==> config.mk <==
export PLATFORM = sky130hd
export DESIGN_NAME = fft_channel_arbiter
export DESIGN_NICKNAME = d
export VERILOG_FILES = /design/src/rtl/fft_channel_arbiter_pkg.sv /design/src/rtl/fft_channel_arbiter_rr_arbiter2.sv /design/src/rtl/fft_channel_arbiter.sv
export SDC_FILE = /design/constraint.sdc
export NUM_CORES = 1
export LEC_CHECK = 0
export ABC_CLOCK_PERIOD_IN_PS = 3800
export CORE_ASPECT_RATIO = 0.8
export CORE_MARGIN = 2
export CORE_UTILIZATION = 49
export DETAILED_ROUTE_END_ITERATION = 6
export DONT_BUFFER_PORTS = 1
export GPL_ROUTABILITY_DRIVEN = 1
export SLEW_MARGIN = 20
export SYNTH_ARGS = -nofsm -noshare
export SYNTH_HDL_FRONTEND = slang
export SYNTH_HIERARCHICAL = 1
export SYNTH_SLANG_ARGS = --single-unit
==> constraint.sdc <==
create_clock -name i_clk -period 3.8 [get_ports i_clk]
set_input_delay 0.76 -clock i_clk [delete_from_list [all_inputs] [get_ports i_clk]]
set_output_delay 0.76 -clock i_clk [all_outputs]
set_load 0.01 [all_outputs]
==> src/rtl/fft_channel_arbiter_pkg.sv <==
// Shared types and frame constants for the FFT channel arbiter.
package fft_channel_arbiter_pkg;

    localparam int unsigned FRAME_LOG2 = 9;
    localparam int unsigned FRAME_LEN  = 512;

    typedef enum logic [3:0] {
        S_IDLE  = 4'd0,
        S_ARB   = 4'd1,
        S_START = 4'd2,
        S_LOAD  = 4'd3,
        S_WAIT  = 4'd4,
        S_DRAIN = 4'd5
    } state_t;

endpackage

==> src/rtl/fft_channel_arbiter_rr_arbiter2.sv <==
// Two-way round-robin choice; combinational, registered by the parent.
module rr_arbiter2 (
    input  logic [1:0] i_req,
    input  logic       i_last_served,
    output logic [1:0] o_grant
);

    // On a tie the channel that was not served last wins
    always_comb begin
        o_grant = '0;
        case (i_req)
            2'b01:   o_grant = 2'b01;
            2'b10:   o_grant = 2'b10;
            2'b11:   o_grant = i_last_served ? 2'b01 : 2'b10;
            default: o_grant = '0;
        endcase
    end

endmodule

==> src/rtl/fft_channel_arbiter.sv <==
// Shares one FFT core between two audio channels: arbitrate, start,
// load 512 samples, wait for results, then stream 512 tagged bins.
module fft_channel_arbiter #(
    parameter int unsigned FRAME_LOG2   = 9,
    parameter int unsigned WAIT_TIMEOUT = 4096
) (
    input  logic                  i_clk,
    input  logic                  i_reset,
    input  logic [1:0]            i_req,
    output logic [1:0]            o_grant,
    output logic                  o_rd_en,
    output logic                  o_fft_start,
    output logic                  o_fft_in_valid,
    input  logic                  i_fft_done,
    output logic                  o_out_valid,
    input  logic                  i_out_ready,
    output logic [FRAME_LOG2-1:0] o_out_index,
    output logic                  o_out_ch,
    output logic                  o_frame_done,
    output logic                  o_timeout_err
);

    import fft_channel_arbiter_pkg::*;

    localparam int unsigned           WCW       = $clog2(WAIT_TIMEOUT + 1);
    localparam logic [WCW-1:0]        WAIT_LAST = WCW'(WAIT_TIMEOUT - 1);
    localparam logic [FRAME_LOG2-1:0] LAST_IDX  = '1;

    state_t                r_state;
    state_t                w_next;
    logic [1:0]            r_grant;
    logic [1:0]            w_arb_grant;
    logic                  r_last_served;
    logic [FRAME_LOG2-1:0] r_load_cnt;
    logic [FRAME_LOG2-1:0] r_out_index;
    logic [WCW-1:0]        r_wait_cnt;
    logic                  r_fft_in_valid;
    logic                  r_frame_done;
    logic                  r_timeout_err;
    logic                  w_load_last;
    logic                  w_wait_expired;
    logic                  w_accept;
    logic                  w_last_bin;

    rr_arbiter2 u_rr (
        .i_req         (i_req),
        .i_last_served (r_last_served),
        .o_grant       (w_arb_grant)
    );

    assign w_load_last    = (r_load_cnt == LAST_IDX);
    assign w_wait_expired = (r_wait_cnt == WAIT_LAST);
    assign w_accept       = (r_state == S_DRAIN) && i_out_ready;
    assign w_last_bin     = w_accept && (r_out_index == LAST_IDX);

    assign o_grant        = r_grant;
    assign o_out_ch       = r_grant[1];
    assign o_out_index    = r_out_index;
    assign o_fft_in_valid = r_fft_in_valid;
    assign o_frame_done   = r_frame_done;
    assign o_timeout_err  = r_timeout_err;

    // State register
    always_ff @(posedge i_clk) begin
        if (!i_reset) r_state <= S_IDLE;
        else          r_state <= w_next;
    end

    // Next-state logic and state-decoded strobes
    always_comb begin
        w_next      = r_state;
        o_fft_start = 1'b0;
        o_rd_en     = 1'b0;
        o_out_valid = 1'b0;
        case (r_state)
            S_IDLE:  if (i_req != 2'b00) w_next = S_ARB;
            // A request withdrawn between IDLE and ARB leaves nothing to grant
            S_ARB:   w_next = (w_arb_grant != 2'b00) ? S_START : S_IDLE;
            S_START: begin
                o_fft_start = 1'b1;
                w_next      = S_LOAD;
            end
            S_LOAD: begin
                o_rd_en = 1'b1;
                if (w_load_last) w_next = S_WAIT;
            end
            S_WAIT: begin
                if (i_fft_done)          w_next = S_DRAIN;
                else if (w_wait_expired) w_next = S_IDLE;
            end
            S_DRAIN: begin
                o_out_valid = 1'b1;
                if (w_last_bin) w_next = S_IDLE;
            end
            default: w_next = S_IDLE;
        endcase
    end

    // Grant, counters, history and status flags
    always_ff @(posedge i_clk) begin
        if (!i_reset) begin
            r_grant        <= '0;
            r_last_served  <= 1'b1;
            r_load_cnt     <= '0;
            r_wait_cnt     <= '0;
            r_out_index    <= '0;
            r_fft_in_valid <= 1'b0;
            r_frame_done   <= 1'b0;
            r_timeout_err  <= 1'b0;
        end else begin
            r_fft_in_valid <= (r_state == S_LOAD);
            r_frame_done   <= w_last_bin;
            if (r_state != S_WAIT) r_wait_cnt <= '0;
            case (r_state)
                S_ARB:   r_grant <= w_arb_grant;
                S_START: r_load_cnt <= '0;
                S_LOAD:  if (!w_load_last) r_load_cnt <= r_load_cnt + 1'b1;
                S_WAIT: begin
                    if (i_fft_done) begin
                        r_out_index <= '0;
                    end else if (w_wait_expired) begin
                        r_timeout_err <= 1'b1;
                        r_last_served <= r_grant[1];
                        r_grant       <= '0;
                    end else begin
                        r_wait_cnt <= r_wait_cnt + 1'b1;
                    end
                end
                S_DRAIN: begin
                    if (w_last_bin) begin
                        r_last_served <= r_grant[1];
                        r_grant       <= '0;
                    end else if (w_accept) begin
                        r_out_index <= r_out_index + 1'b1;
                    end
                end
                default: ;
            endcase
        end
    end

endmodule

==> impl_metrics.tcl, run 1 <==
set metrics [dict create \
    status "completed" \
    n_antenna_cell 0 \
    period_share_pct 62.4 \
    ys_types 56 \
    h-tree-depth 2 \
    drive_gt1_share_pct 6.33 \
    slew_viol_final 0 \
    drt_iter0_markers 162 \
    io_pins 24 \
    cts-root-buf "clkbuf_8" \
    numCtsBuffers 5 \
    syn_inst 238 \
    worstMarginPinSlew_ns 0.490 \
    r2r_start "o_out_index[0]" \
    nNetsFinal 247 \
    fmax_mhz 422 \
    synth_top_area_cell "dfxtp_1" \
    tns_ns 0 \
    irDropWorstVdd_mv 0.246 \
    grt_max_degree 18 \
    die_h_um 61.6 \
    power_density_nw_per_um2 399 \
    cts_resized 0 \
    hold_viol_final 0 \
    area_growth_pct 7.02 \
    min_from "r_wait_cnt[12]" \
    min_period_ns 2.37 \
    synth_common_cells "40 x dfxtp_1, 27 x nor2_1, 16 x nand2_1" \
    vias_per_cell 5.87 \
    path_max_fanout 11 \
    synthFlopType "dfxtp_1" \
    dpl.hpwl_um 3170 \
    rr_endpoint "o_out_index[7]" \
    syn_area_sq_um 2030 \
    cts.sinks 40 \
    p_int_uw 677 \
    initial_utilization_pct 52.4 \
    grt-ovfl-total 0 \
    dieArea_sq_um 4680 \
    ff2ff_path_depth 8 \
    worstSetupStartpointType "flip-flop" \
    synth_seq_cells 40 \
    syn_area_per_cell_sq_um 8.53 \
    numPortBuffers 0 \
    relSlewSlack_pct 67.2 \
    pwr-share-seq_pct 50.9 \
    ys_warn_count 6 \
    seq_area_frac_synth_pct 39.4 \
    cts_buffer_depth 2 \
    cap_violations 0 \
    die_w_um 76.0 \
    grt_pass1_vias 1535 \
    clk_pin_slew_ns 0.08 \
    avgRoutedWirePerCell_um 14.7 \
    vias 1713 \
    fin_worst_skew_ns 0.00625 \
    syn-num-nets 249 \
    hp-class "flip-flop to flip-flop" \
    crit_path_end_kind "flip-flop" \
    power_frac_comb_pct 5.6 \
    gp_congestion 0.914 \
    postCtsSetupRepairBufs 0 \
    crit_path_end "o_out_index[7]" \
    synth.most_common_cell "dfxtp_1" \
    synthTopCellsByArea "dfxtp_1 39%, nor2_1 5.0%, ha_1 3.1%" \
    yosysTopAreaCellShare_pct 39.4 \
    p_leak_nw 0.755 \
    first_pass_iters 4 \
    post-route-drc-count 0 \
    antenna_found_initial 0 \
    drt-total-wl_um 4290 \
    p_total_uw 866 \
    crit_start "o_out_index[0]" \
    switching_share_pct 21.8 \
    hold_buffers 0 \
    core.rowCount 20 \
    coreArea_sq_um 3880 \
    path_class "flip-flop to flip-flop" \
    grt_usage_pct 19.9 \
    synth_edf_count 0 \
    setup_viol 0 \
    clkPwrFrac_pct 43.5 \
    p_sw_uw 189 \
    crit_required_ns 4.02 \
    final_antenna_net_count 0 \
    cts_tree "done" \
    insertion_delay_ns 0.29 \
    grt_pass1_wl_um 7310 \
    rsz0062_at_grt "false" \
    arrival_ns 2.59 \
    r2r_slack_ns 1.43 \
    async_reset_ff_share_pct 0 \
]
## power by group through the flow
stage | sequential [mW] | combinational [mW] | clock, mW
2_1_floorplan | 0.441 | 0.0535 | 0
5_1_grt | 0.443 | 0.0558 | 0.399
3_3_place_gp | 0.450 | 0.0470 | 0
4_1_cts | 0.440 | 0.0491 | 0.386
3_5_place_dp | 0.451 | 0.0487 | 0
6_report | 0.441 | 0.0489 | 0.377
## flip-flops by register name, indices dropped and copies added (netlist names)
name,count
o_fft_in_valid,1
o_frame_done,1
o_grant,2
o_out_index,9
o_timeout_err,1
r_last_served,1
r_load_cnt,9
r_state,3
r_wait_cnt,13
## stage by stage
| step | hold WS [ns] | instances | worst slack [ns] | util, % | cell area, sq um |
|---|---|---|---|---|---|
| CTS | 0.452 | 292 | 1.43 | 56.0 | 2170 |
| floorplan | 0.425 | 238 | 1.60 | - | 2030 |
| global placement | 0.437 | 284 | 1.55 | 52.8 | 2050 |
| global route | 0.466 | 292 | 1.28 | 56.0 | 2170 |
| detailed placement | 0.434 | 284 | 1.46 | 52.8 | 2050 |
| finish | 0.452 | 292 | 1.43 | 56.0 | 2170 |
## worst max-delay path, stage by stage, from the launching register on
cell and delay (ns):
dfxtp_1 0.38, ha_1 0.25, and4_1 0.23, and3_1 0.19, ha_1 0.22, nor2b_1 0.20, a21oi_2 0.16, or4_1 0.52
a21oi_1 0.14
## kinds of logic (layout without fill, tap and decap cells)
| group | count (synthesis) | count (layout) | share of synthesized area (%) |
|---|---|---|---|
| xor+xnor | 6 | 6 | 2.59 |
| fa+ha+maj | 5 | 5 | 3.08 |
| compound gates | 52 | 52 | 16.9 |
| buf+inv | 16 | 15 | 4.07 |
| flops | 40 | 40 | 39.4 |
| mux | 4 | 4 | 1.97 |
| simple gates | 115 | 115 | 31.9 |
## routing by layer
layer  vias up  share of wire [%]  track usage, %
li1        880                  -               -
met1       790                 51            27.6
met2        33                 41            28.6
met3        10                5.4            6.16
met4         0                1.8            9.35
met5         -                  0               0
## layout by cell type (no fill, tap or decap), types with 2 or more instances in the layout
cell type,count
clkbuf_8,7
nor4_1,4
nand3_1,10
a31oi_1,3
inv_1,5
nand2b_1,5
and4_1,2
a21oi_1,12
dfxtp_1,40
nor2b_1,4
mux2i_1,4
or4_1,7
a22oi_1,4
nand2_1,16
nand3b_1,2
and3_1,5
or3_1,4
nand4_1,8
o21ai_0,11
ha_1,5
o211ai_1,2
o31a_1,2
xnor2_1,5
o31ai_1,5
and2_1,3
a21boi_0,2
nor2_1,27
nor3_1,7
## how the worst min path moves through the flow
stage | to | cells past startpoint | slack, ns
CTS | r_wait_cnt[12] | 1 | 0.45
finish | r_wait_cnt[12] | 1 | 0.45
floorplan | r_wait_cnt[12] | 1 | 0.42
global route | r_wait_cnt[12] | 1 | 0.47
detailed placement | r_wait_cnt[12] | 1 | 0.43
global placement | r_wait_cnt[12] | 1 | 0.44
## layout make-up
| type | count | area, sq um |
|---|---|---|
| Clock inverter | 1 | 30.0 |
| Timing Repair Buffer | 1 | 7.51 |
| Tap cell | 55 | 68.8 |
| Multi-Input combinational cell | 182 | 1150 |
| Clock buffer | 7 | 96.3 |
| Sequential cell | 40 | 801 |
| Fill cell | 381 | 1710 |
| Inverter | 6 | 22.5 |
Power figures use the tool's default switching activity.
==> run 2: changes to the inputs <==
Settings changed: ABC_CLOCK_PERIOD_IN_PS 3800 to 2250.
Clock period 3.8 ns to 2.25 ns, I/O delays scaled along.
==> run 2 against run 1 <==
  * Sequential power is 69% higher
  * Count of clock-buffer cells in the layout shrank 2
  * Worst hold slack worse by 0.21 ns
  * Maximum frequency rose by 11%
  * Sequential cell count stayed put
  * Critical path type unchanged
  * Combinational power is 82% higher
  * Highest routed layer unchanged
  * Clock power up 56%
==> impl_metrics.tcl, run 2 (synthesis results as in run 1) <==
set metrics [dict create \
    status "completed" \
    drive_gt1_share_pct 10.9 \
    cts-root-buf "clkbuf_8" \
    post-route-drc-count 0 \
    rsz0062_at_grt "false" \
    r2r_start "o_out_index[0]" \
    fillers 350 \
    die_w_um 76.0 \
    crit_path_end_kind "flip-flop" \
    hold_buffers 0 \
    postCtsSetupRepairBufs 0 \
    min_from "i_reset" \
    dp.cells 294 \
    drt_iter0_markers 193 \
    vias 1852 \
    antenna_found_initial 0 \
    h-tree-depth 2 \
    grt_max_degree 18 \
    min_period_ns 2.13 \
    clk_pin_slew_ns 0.08 \
    ff2ff_path_depth 8 \
    regMostFlops "r_wait_cnt" \
    hold_viol_final 0 \
    avgRoutedWirePerCell_um 15.7 \
    worstMarginPinSlew_ns 0.529 \
    fin_cells 302 \
    seqCellArea_sq_um 801 \
    first_pass_iters 4 \
    path_class "flip-flop to flip-flop" \
    arrival_ns 2.36 \
    drt-total-wl_um 4750 \
    final_antenna_net_count 0 \
    path_max_fanout 7 \
    crit_required_ns 2.48 \
    grt_usage_pct 21.8 \
    numPortBuffers 0 \
    place_ws_ns 0.0992 \
    cts_buffer_depth 2 \
    rr_endpoint "o_out_index[7]" \
    numCtsBuffers 5 \
    cts.sinks 40 \
    nNetsFinal 257 \
    n_antenna_cell 0 \
    grt-ovfl-total 0 \
    dpl_cell_area_sq_um 2120 \
    coreArea_sq_um 3880 \
    tns_ns 0 \
    min_path_cells 1 \
    power_density_nw_per_um2 631 \
    dieArea_sq_um 4680 \
    fmax_mhz 470 \
    die_h_um 61.6 \
    irDropWorstVdd_mv 0.441 \
    io_pins 24 \
    vias_per_cell 6.13 \
    holdPathEnd "r_last_served" \
    setup_viol 0 \
    fin_ws_ns 0.121 \
    r2r_slack_ns 0.12 \
    period_share_pct 94.6 \
    insertion_delay_ns 0.30 \
    slew_viol_final 0 \
    p_leak_nw 0.804 \
    relSlewSlack_pct 64.7 \
    core.rowCount 20 \
    gp_congestion 1.00 \
    mostFrequentLayoutCells "40 x dfxtp_1, 27 x nor2_1, 16 x nand2_1" \
    grt_pass1_vias 1650 \
    initial_utilization_pct 52.4 \
    cts_tree "done" \
    design_area_sq_um 2250 \
    final_common_cell "dfxtp_1" \
    worstSetupStartpointType "flip-flop" \
    hp-class "primary input to flip-flop" \
    grt_pass1_wl_um 7990 \
    area_growth_pct 10.8 \
    fin_worst_skew_ns 0.00827 \
    hold_slack_ns 0.243 \
    largest_reg_flops 13 \
    multi_input_area_sq_um 1160 \
    cap_violations 0 \
    dpl.hpwl_um 3470 \
]
run 2: power breakdown:
| part | leakage (nW) | switching [mW] | total (mW) | internal, mW |
|---|---|---|---|---|
| Sequential | 0.323 | 0.0268 | 0.745 | 0.718 |
| Clock | 0.0541 | 0.259 | 0.587 | 0.328 |
| Combinational | 0.427 | 0.0507 | 0.0892 | 0.0385 |
| Total | 0.804 | 0.336 | 1.42 | 1.09 |
run 2: worst max path at each step:
stage                               from        endpoint  slack [ns]
after detailed placement  o_out_index[0]  o_out_index[7]         0.1
after global placement    o_out_index[0]  o_out_index[7]        0.17
final                     o_out_index[0]  o_out_index[7]        0.12
after floorplan           o_out_index[0]  o_out_index[5]        0.05
after CTS                 o_out_index[0]  o_out_index[7]        0.07
after global routing      o_out_index[0]  o_out_index[7]       0.009
run 2: what timing repair did:
item	in CTS	in global routing
gates resized for setup	0	5
setup endpoints to repair	0	3
hold endpoints to repair	0	0
run 2: cell type report:
type	instances	share of cell area [%]
Tap cell	55	3.06
Clock inverter	3	1.89
Inverter	6	1.00
Clock buffer	5	3.06
Timing Repair Buffer	11	3.67
Multi-Input combinational cell	182	51.8
Sequential cell	40	35.6
run 2: per-layer routing:
| layer | global-route usage (%) | vias to the layer above | routed length (um) |
|---|---|---|---|
| met5 | 0 | - | 0 |
| met4 | 7.79 | 0 | 72 |
| met3 | 5.72 | 9 | 313 |
| met2 | 34.4 | 62 | 2020 |
| met1 | 29.7 | 881 | 2340 |
| li1 | - | 900 | - |
run 2: stage by stage:
stage / util [%] / power (mW)
after global placement: 54.7 / 0.843
final: 58.0 / 1.42
after floorplan: - / 0.836
after detailed placement: 54.7 / 0.848
after global routing: 58.0 / 1.49
after CTS: 57.6 / 1.44
run 2: worst max-delay path, stage by stage (launching register included):
cell and delay [ns]:
dfxtp_1 0.32, ha_1 0.23, and4_4 0.20, and3_1 0.18
ha_1 0.22, nor2b_4 0.16, a21oi_4 0.10, or4_1 0.51
a21oi_1 0.15
